===== config.mk =====
export PLATFORM = sky130hd
export DESIGN_NAME = pc_sequencer_flat
export DESIGN_NICKNAME = d
export VERILOG_FILES = /design/src/rtl/pc_sequencer_if.sv /design/src/rtl/pc_sequencer.sv /design/src/flat_wrapper.sv
export SDC_FILE = /design/constraint.sdc
export NUM_CORES = 1
export LEC_CHECK = 0
export ABC_AREA = 0
export CAP_MARGIN = 5
export CORE_MARGIN = 10
export CORE_UTILIZATION = 23
export CTS_BUF_LIST = sky130_fd_sc_hd__clkbuf_4 sky130_fd_sc_hd__clkbuf_8
export DETAILED_ROUTE_END_ITERATION = 8
export GPL_ROUTABILITY_DRIVEN = 0
export PLACE_DENSITY = 0.53
export SLEW_MARGIN = 20
export SYNTH_ARGS = -nofsm -noshare
export SYNTH_HDL_FRONTEND = slang
export SYNTH_SLANG_ARGS = --single-unit
export TNS_END_PERCENT = 30

===== constraint.sdc =====
create_clock -name clk -period 3.8 [get_ports clk]
set_input_delay 0.76 -clock clk [delete_from_list [all_inputs] [get_ports clk]]
set_output_delay 0.76 -clock clk [all_outputs]
set_load 0.02 [all_outputs]

===== src/rtl/pc_sequencer_if.sv =====
// Fetch-PC control bundle: redirect/trap controls toward the sequencer, fetch address and fault status back.
// The master drives the controls; the slave (the sequencer) drives pc/pc_plus/pc_valid/fault/fault_addr.
interface pc_sequencer_if #(
    parameter int XLEN = 32
);
    logic            stall;
    logic            br_taken;
    logic            jal;
    logic            jalr;
    logic [XLEN-1:0] rs1;
    logic [XLEN-1:0] imm;
    logic            trap;
    logic [XLEN-1:0] trap_vec;
    logic            mret;
    logic [XLEN-1:0] mepc;
    logic [XLEN-1:0] pc;
    logic [XLEN-1:0] pc_plus;
    logic            pc_valid;
    logic            fault;
    logic [XLEN-1:0] fault_addr;

    modport master (
        output stall, br_taken, jal, jalr, rs1, imm, trap, trap_vec, mret, mepc,
        input  pc, pc_plus, pc_valid, fault, fault_addr
    );

    modport slave (
        input  stall, br_taken, jal, jalr, rs1, imm, trap, trap_vec, mret, mepc,
        output pc, pc_plus, pc_valid, fault, fault_addr
    );
endinterface


===== src/rtl/pc_sequencer.sv =====
// Fetch PC sequencer: one-cycle next-PC update with trap > mret > stall > redirect > +4 priority.
// stall holds the PC and drops any redirect; a misaligned redirect parks the PC in FAULT until trap.
module pc_sequencer #(
    parameter int                XLEN         = 32,
    parameter logic [XLEN-1:0]   RESET_VECTOR = '0,
    parameter int                IALIGN       = 4
) (
    input  logic           clk,
    input  logic           rst_n,
    pc_sequencer_if.slave  bus
);
    typedef enum logic [1:0] {
        BOOT  = 2'd0,
        RUN   = 2'd1,
        FAULT = 2'd2
    } state_t;

    state_t          state_q, state_nx;
    logic [XLEN-1:0] pc_q, pc_nx;
    logic            fault_q, fault_nx;
    logic [XLEN-1:0] faddr_q, faddr_nx;

    logic [XLEN-1:0] base;
    logic [XLEN-1:0] sum;
    logic [XLEN-1:0] target;
    logic [XLEN-1:0] seq_pc;
    logic            redirect;
    logic            misaligned;

    always_comb begin
        base       = bus.jalr ? bus.rs1 : pc_q;
        sum        = base + bus.imm;
        target     = {sum[XLEN-1:1], sum[0] & ~bus.jalr};
        seq_pc     = pc_q + XLEN'(4);
        redirect   = bus.jal | bus.jalr | bus.br_taken;
        // JALR already clears bit 0, so only bit 1 matters for 4-byte alignment
        if (IALIGN == 2) begin
            misaligned = target[0] & ~bus.jalr;
        end else begin
            misaligned = target[1];
        end
    end

    always_comb begin
        state_nx = state_q;
        pc_nx    = pc_q;
        fault_nx = fault_q;
        faddr_nx = faddr_q;
        case (state_q)
            BOOT: begin
                state_nx = RUN;
            end
            RUN: begin
                if (bus.trap) begin
                    pc_nx = bus.trap_vec;
                end else if (bus.mret) begin
                    pc_nx = bus.mepc & ~XLEN'(1);
                end else if (bus.stall) begin
                    pc_nx = pc_q;
                end else if (redirect) begin
                    if (misaligned) begin
                        faddr_nx = target;
                        fault_nx = 1'b1;
                        state_nx = FAULT;
                    end else begin
                        pc_nx = target;
                    end
                end else begin
                    pc_nx = seq_pc;
                end
            end
            FAULT: begin
                if (bus.trap) begin
                    pc_nx    = bus.trap_vec;
                    fault_nx = 1'b0;
                    state_nx = RUN;
                end
            end
            default: begin
                state_nx = BOOT;
                pc_nx    = RESET_VECTOR;
                fault_nx = 1'b0;
            end
        endcase
    end

    always_ff @(posedge clk or negedge rst_n) begin
        if (!rst_n) begin
            state_q <= BOOT;
            pc_q    <= RESET_VECTOR;
            fault_q <= 1'b0;
            faddr_q <= '0;
        end else begin
            state_q <= state_nx;
            pc_q    <= pc_nx;
            fault_q <= fault_nx;
            faddr_q <= faddr_nx;
        end
    end

    assign bus.pc         = pc_q;
    assign bus.pc_plus    = seq_pc;
    assign bus.pc_valid   = (state_q == RUN);
    assign bus.fault      = fault_q;
    assign bus.fault_addr = faddr_q;
endmodule


===== src/flat_wrapper.sv =====
// flat-port wrapper written by rule: the top's interface ports become plain ports
module pc_sequencer_flat 
#(
    parameter int                XLEN         = 32,
    parameter logic [XLEN-1:0]   RESET_VECTOR = '0,
    parameter int                IALIGN       = 4
)
  (clk, rst_n, bus_stall, bus_br_taken, bus_jal, bus_jalr, bus_rs1, bus_imm, bus_trap, bus_trap_vec, bus_mret, bus_mepc, bus_pc, bus_pc_plus, bus_pc_valid, bus_fault, bus_fault_addr);
  pc_sequencer_if #(.XLEN(XLEN)) bus_i ();
  input  logic clk;
  input  logic rst_n;
  input wire logic [$bits(bus_i.stall)-1:0] bus_stall;
  input wire logic [$bits(bus_i.br_taken)-1:0] bus_br_taken;
  input wire logic [$bits(bus_i.jal)-1:0] bus_jal;
  input wire logic [$bits(bus_i.jalr)-1:0] bus_jalr;
  input wire logic [$bits(bus_i.rs1)-1:0] bus_rs1;
  input wire logic [$bits(bus_i.imm)-1:0] bus_imm;
  input wire logic [$bits(bus_i.trap)-1:0] bus_trap;
  input wire logic [$bits(bus_i.trap_vec)-1:0] bus_trap_vec;
  input wire logic [$bits(bus_i.mret)-1:0] bus_mret;
  input wire logic [$bits(bus_i.mepc)-1:0] bus_mepc;
  output wire logic [$bits(bus_i.pc)-1:0] bus_pc;
  output wire logic [$bits(bus_i.pc_plus)-1:0] bus_pc_plus;
  output wire logic [$bits(bus_i.pc_valid)-1:0] bus_pc_valid;
  output wire logic [$bits(bus_i.fault)-1:0] bus_fault;
  output wire logic [$bits(bus_i.fault_addr)-1:0] bus_fault_addr;
  assign bus_i.stall = bus_stall;
  assign bus_i.br_taken = bus_br_taken;
  assign bus_i.jal = bus_jal;
  assign bus_i.jalr = bus_jalr;
  assign bus_i.rs1 = bus_rs1;
  assign bus_i.imm = bus_imm;
  assign bus_i.trap = bus_trap;
  assign bus_i.trap_vec = bus_trap_vec;
  assign bus_i.mret = bus_mret;
  assign bus_i.mepc = bus_mepc;
  assign bus_pc = bus_i.pc;
  assign bus_pc_plus = bus_i.pc_plus;
  assign bus_pc_valid = bus_i.pc_valid;
  assign bus_fault = bus_i.fault;
  assign bus_fault_addr = bus_i.fault_addr;
  pc_sequencer #(.XLEN(XLEN), .RESET_VECTOR(RESET_VECTOR), .IALIGN(IALIGN)) u_core (.clk(clk), .rst_n(rst_n), .bus(bus_i));
endmodule

Word-level counts from Yosys, hierarchy flattened
Index checks and enable logic that the tools add are counted.
{ "word_totals": {"regBits": 67, "output_inout_bits": 98} }
{ "op_classes": {"bitwise": 8, "addsub": 2, "n_reduce_logical": 5, "mux": 22, "eq_ne": 10} }
{ "ops": {"columns": ["operator", "n"], "rows": [
  ["$mux 32", 7],
  ["$pmux 32 s3", 1],
  ["$add 32x3->32 const B", 1],
  ["$add 32x32->32", 1],
  ["$mux 2", 6],
  ["$reduce_and 6->1", 2],
  ["$ne 2x2->1 const B", 4],
  ["$reduce_and 7->1", 1],
  ["$mux 1", 6],
  ["$pmux 2 s3", 1],
  ["$ne 5x5->1 const B", 1],
  ["$not 1->1", 5],
  ["$ne 2x1->1 const B", 2],
  ["$ne 4x4->1 const B", 1],
  ["$reduce_and 4->1", 1],
  ["$pmux 1 s3", 1],
  ["$eq 2x1->1 const B", 1],
  ["$eq 2x2->1 const B", 1],
  ["$logic_not 2->1", 1],
  ["$or 1x1->1", 2],
  ["$and 1x1->1", 1]
]} }

Longest topological paths before layout
{ "depth": {"word_depth": 9, "depth_mapped": 14} }

Worst setup path after synthesis
No wires, ideal clock.
{ "synth_timing": {"path_type": "input -> register", "from": "input bus_jalr", "to": "register u_core.pc_q[30], in the netlist u_core.bus.pc[30]", "n_path_buf": 2, "arrival_time_ps": 3775, "path_stages": 14, "t_required_ps": 3673, "setup_time_ps": 127, "setup_slack_ps": -101, "path_cell_list": "buf_6 clkbuf_1 mux2_2 ha_1 fa_1 a21oi_1 o211ai_2 a31oi_4 o31ai_4 a41oi_2 nor3_1 o21a_1 nor4b_1 nor2_1"} }
{ "synth_via": {"elab_chain_cells": 8} }
{ "synth_lines": {"columns": ["element", "line", "rtl"], "rows": [
  ["start, declared", "flat_wrapper.sv:15", "input wire logic [$bits(bus_i.jalr)-1:0] bus_jalr;"],
  ["$mux 32", "pc_sequencer.sv:31", "base = bus.jalr ? bus.rs1 : pc_q;"],
  ["$add 32x32->32", "pc_sequencer.sv:32", "sum = base + bus.imm;"],
  ["$mux 32", "pc_sequencer.sv:61", "if (misaligned) begin"],
  ["$mux 32", "pc_sequencer.sv:60", "end else if (redirect) begin"],
  ["$mux 32", "pc_sequencer.sv:58", "end else if (bus.stall) begin"],
  ["$mux 32", "pc_sequencer.sv:56", "end else if (bus.mret) begin"],
  ["$mux 32", "pc_sequencer.sv:54", "if (bus.trap) begin"],
  ["$pmux 32 s3", "pc_sequencer.sv:49", "case (state_q)"],
  ["end signal, assigned", "pc_sequencer.sv:95", "pc_q <= pc_nx;"],
  ["end, declared", "pc_sequencer.sv:19", "logic [XLEN-1:0] pc_q, pc_nx;"]
]} }
Parallel ways exist; a longest one is shown, timed or not. The select of a mux whose other input is x is not followed.
A chain may end at the register's enable or synchronous reset.

Worst setup path after layout
{ "layout_timing": {"from": "register u_core.pc_q[17], in the netlist u_core.bus.pc[17]", "to": "output bus_pc_plus[29]"} }
{ "layout_via": {"elab_chain_cells": 1} }
{ "layout_lines": {"columns": ["element", "line", "rtl"], "rows": [
  ["$add 32x3->32", "pc_sequencer.sv:34", "seq_pc = pc_q + XLEN'(4);"],
  ["end, declared", "flat_wrapper.sv:23", "output wire logic [$bits(bus_i.pc_plus)-1:0] bus_pc_plus;"]
]} }
Every way passes these cells.

==> run summary <==
CTS Sinks -> 67
sequential-to-total area share from yosys stat -> 0.272
VDD IR max -> 0.289 mV
Worst Setup Slack, final -> 140 ps
crit path max fanout -> 4
Mapped Area -> 6170 sq um
Final Skew -> 13.0 ps
reg2reg path depth -> 13
Die Ht -> 184 um
Die X -> 184 um
unrepaired setup endpoints after global routing -> true
RR Endpoint -> u_core.bus.pc[30]
post-CTS repair timing setup buffer count -> 0
minimum clock period -> 3660 ps
Total GRT Usage -> 0.178
vias in the first global route -> 7184
register share of total power -> 0.191
Core Box Area -> 26200 sq um
setup TNS -> 0 ps
Lkg Pwr -> 4.24 nW
GRT overflow -> 0
Critical Path Source -> u_core.bus.pc[17]
Die Area -> 33800 sq um
Seq cells post-synth -> 67
commonest non-fill, non-tap cell in the layout -> clkdlybuf4s50_1
row cnt -> 59
clock slew at reported path FFs -> 90 ps
Layout area overhead -> 57.0%
worst hold path class -> register to register
cell area power density -> 700 nW/um^2
number of I/O port buffers -> 232
DR DRC count -> 0
H-tree depth -> 3
Vias -> 7103
Worst setup EP type -> output pin
CP required -> 3040 ps
synthesis warning total -> 0
Final nets -> 1249
vias per cell -> 5.01
CTS tree -> yes
number of placed I/O pins -> 234
final hold vios -> 0
CP Class -> register to output pin
Routed WL -> 30900 um
clock buffer count from CTS -> 9
Design Power -> 6.78 mW
Filler cells -> 2719
post-synthesis cell count -> 775
outcome -> completed
antenna viol nets, final -> 0
Sequential cell area -> 1680 sq um
Max Cap Violations -> 0
Bufs on Longest Clock Path -> 2
Unique masters post-synth -> 67
fmax -> 273 MHz
post-synth net total -> 948
R2R Setup Slk -> 490 ps
area of the multi-input gates -> 4270 sq um
DR WL/cell -> 21.8 um
starting DRC count in detailed routing -> 428
Worst-Skew Late Latency -> 380 ps
net switching power -> 3.24 mW
initial antenna violation count -> 3
ys async rst share -> 1.00
Worst-Margin Slew -> 980 ps
commonest cells after routing, fill and taps aside -> clkdlybuf4s50_1, nand2_1, buf_4
Critical Path AT -> 2900 ps
max-slew violations -> 0
top cells by area, synth -> dfrtp_1, nand2_1, ha_1, mux2_2, o21ai_0
Initial Util -> 0.236
Slew headroom -> 0.347
largest net degree at the start of global routing -> 68
Reg-to-Reg Start -> u_core.bus.pc[0]
synthesized area per cell -> 7.97 sq um
Post-synth EDFFs -> 0
combinational fraction of design power -> 0.719
fin crit share -> 0.963
share of cells above drive strength 1 -> 0.155
post-synth top area share -> 0.272
Worst Setup EP -> bus_pc_plus[29]
Yosys top cell by area -> dfrtp_1
final setup fails -> 0
Setup WS pre-CTS -> -202 ps
HPWL after DPL -> 25200 um
Switching Share -> 0.478
Int Pwr -> 3.54 mW
drt first pass iters -> 5
CP Launch Type -> register
clock root buffer -> clkbuf_8
Post-synth top flop -> dfrtp_1
min-delay src -> u_core.bus.fault_addr[1]
global-route wire length before repair -> 45600 um
clock share of power -> 0.090
## critical path: stages (launching register included)
cell and delay [ps]:
dfrtp_1 430, nand4_1 130, or3_1 480, nor3_2 170, and3_1 280, nand3_1 120
xnor2_1 250, clkdlybuf4s50_1 670
## synth_stat cells (3+ instances only)
cell and number:
ha_1 36, dfrtp_1 67, o21a_1 11, a22oi_1 16, nor4_1 4, a211oi_1 9, nand3_1 24, nand2b_1 8
nor3_1 12, inv_1 12, clkbuf_1 33, a211o_1 5, nor2b_1 5, nor2_1 49, and2_1 3, o211ai_1 4
a31oi_1 4, buf_2 3, mux2_2 32, xor2_1 23, o21bai_1 7, or3_1 4, mux2i_1 7, a22o_1 9
nand2_1 129, xnor2_1 34, a21o_1 14, a21oi_1 67, o21ai_0 68, nand4_1 8, o21ai_1 4, o31ai_1 4
and3_1 10, buf_4 3, and4_1 4
## power by group through the flow
stage	clock (mW)	sequential, mW	combinational, mW
after detailed placement	0	1.31	4.89
after global placement	0	1.31	4.88
final	0.611	1.29	4.88
after global routing	0.660	1.34	5.27
after CTS	0.637	1.30	4.91
after floorplan	0	1.69	2.06
## metal layers
metal | routed length, um | global-route usage | up-vias
li1 | - | - | 3403
met3 | 2600 | 0.0571 | 31
met4 | 570 | 0.0442 | 2
met2 | 14000 | 0.285 | 280
met5 | 12 | 0 | -
met1 | 13700 | 0.226 | 3387
## logic make-up (layout without fill, tap and decap cells)
kind of cell | count (synthesis) | count (layout) | share of synthesized area
xor gates and xnor gates | 57 | 57 | 0.0809
AOI/OAI and AO/OA | 248 | 248 | 0.262
adders and majority gates | 37 | 37 | 0.0762
muxes | 39 | 39 | 0.0697
other | 0 | 2 | 0
DFF | 67 | 67 | 0.272
buffers and inverters | 56 | 362 | 0.0391
and+or+nand+nor | 271 | 271 | 0.200
## how the worst min path moves through the flow
stage / endpoint / depth (start not counted) / slack [ps]
after floorplan: u_core.bus.fault / 0 / 460
after global placement: u_core.bus.fault_addr[1] / 1 / 450
after detailed placement: u_core.bus.fault_addr[1] / 1 / 460
after CTS: u_core.bus.fault_addr[12] / 2 / 480
after global routing: u_core.bus.fault_addr[12] / 2 / 500
final: u_core.bus.fault_addr[1] / 1 / 470
## state kept, by name (all words and copies together) (netlist names)
| signal | count |
|---|---|
| u_core.bus.fault_addr | 32 |
| u_core.bus.fault | 1 |
| u_core.state_q | 2 |
| u_core.bus.pc | 32 |
## final cells by class
class,instances,share of cell area
antenna,2,0.000516
clock buffer,14,0.0179
clock inverter,2,0.00103
inverter,12,0.00465
multi-input combinational,652,0.440
sequential,67,0.173
tap,335,0.0432
timing repair buffer,334,0.320
## what timing repair did
item	CTS	global route
setup endpoints to repair	2	7
resized for setup	3	5
hold endpoints to repair	0	0
gates cloned	0	0
hold buffers	0	0
## per-stage QoR
| step | hold WS (ps) | cell area, sq um | cells | util |
|---|---|---|---|---|
| global placement | 451 | 9490 | 1400 | 0.362 |
| global route | 500 | 9690 | 1417 | 0.370 |
| CTS | 480 | 9680 | 1416 | 0.369 |
| finish | 470 | 9700 | 1418 | 0.370 |
| floorplan | 464 | 6180 | 775 | - |
| detailed placement | 457 | 9490 | 1400 | 0.362 |
Power figures use the tool's default switching activity.
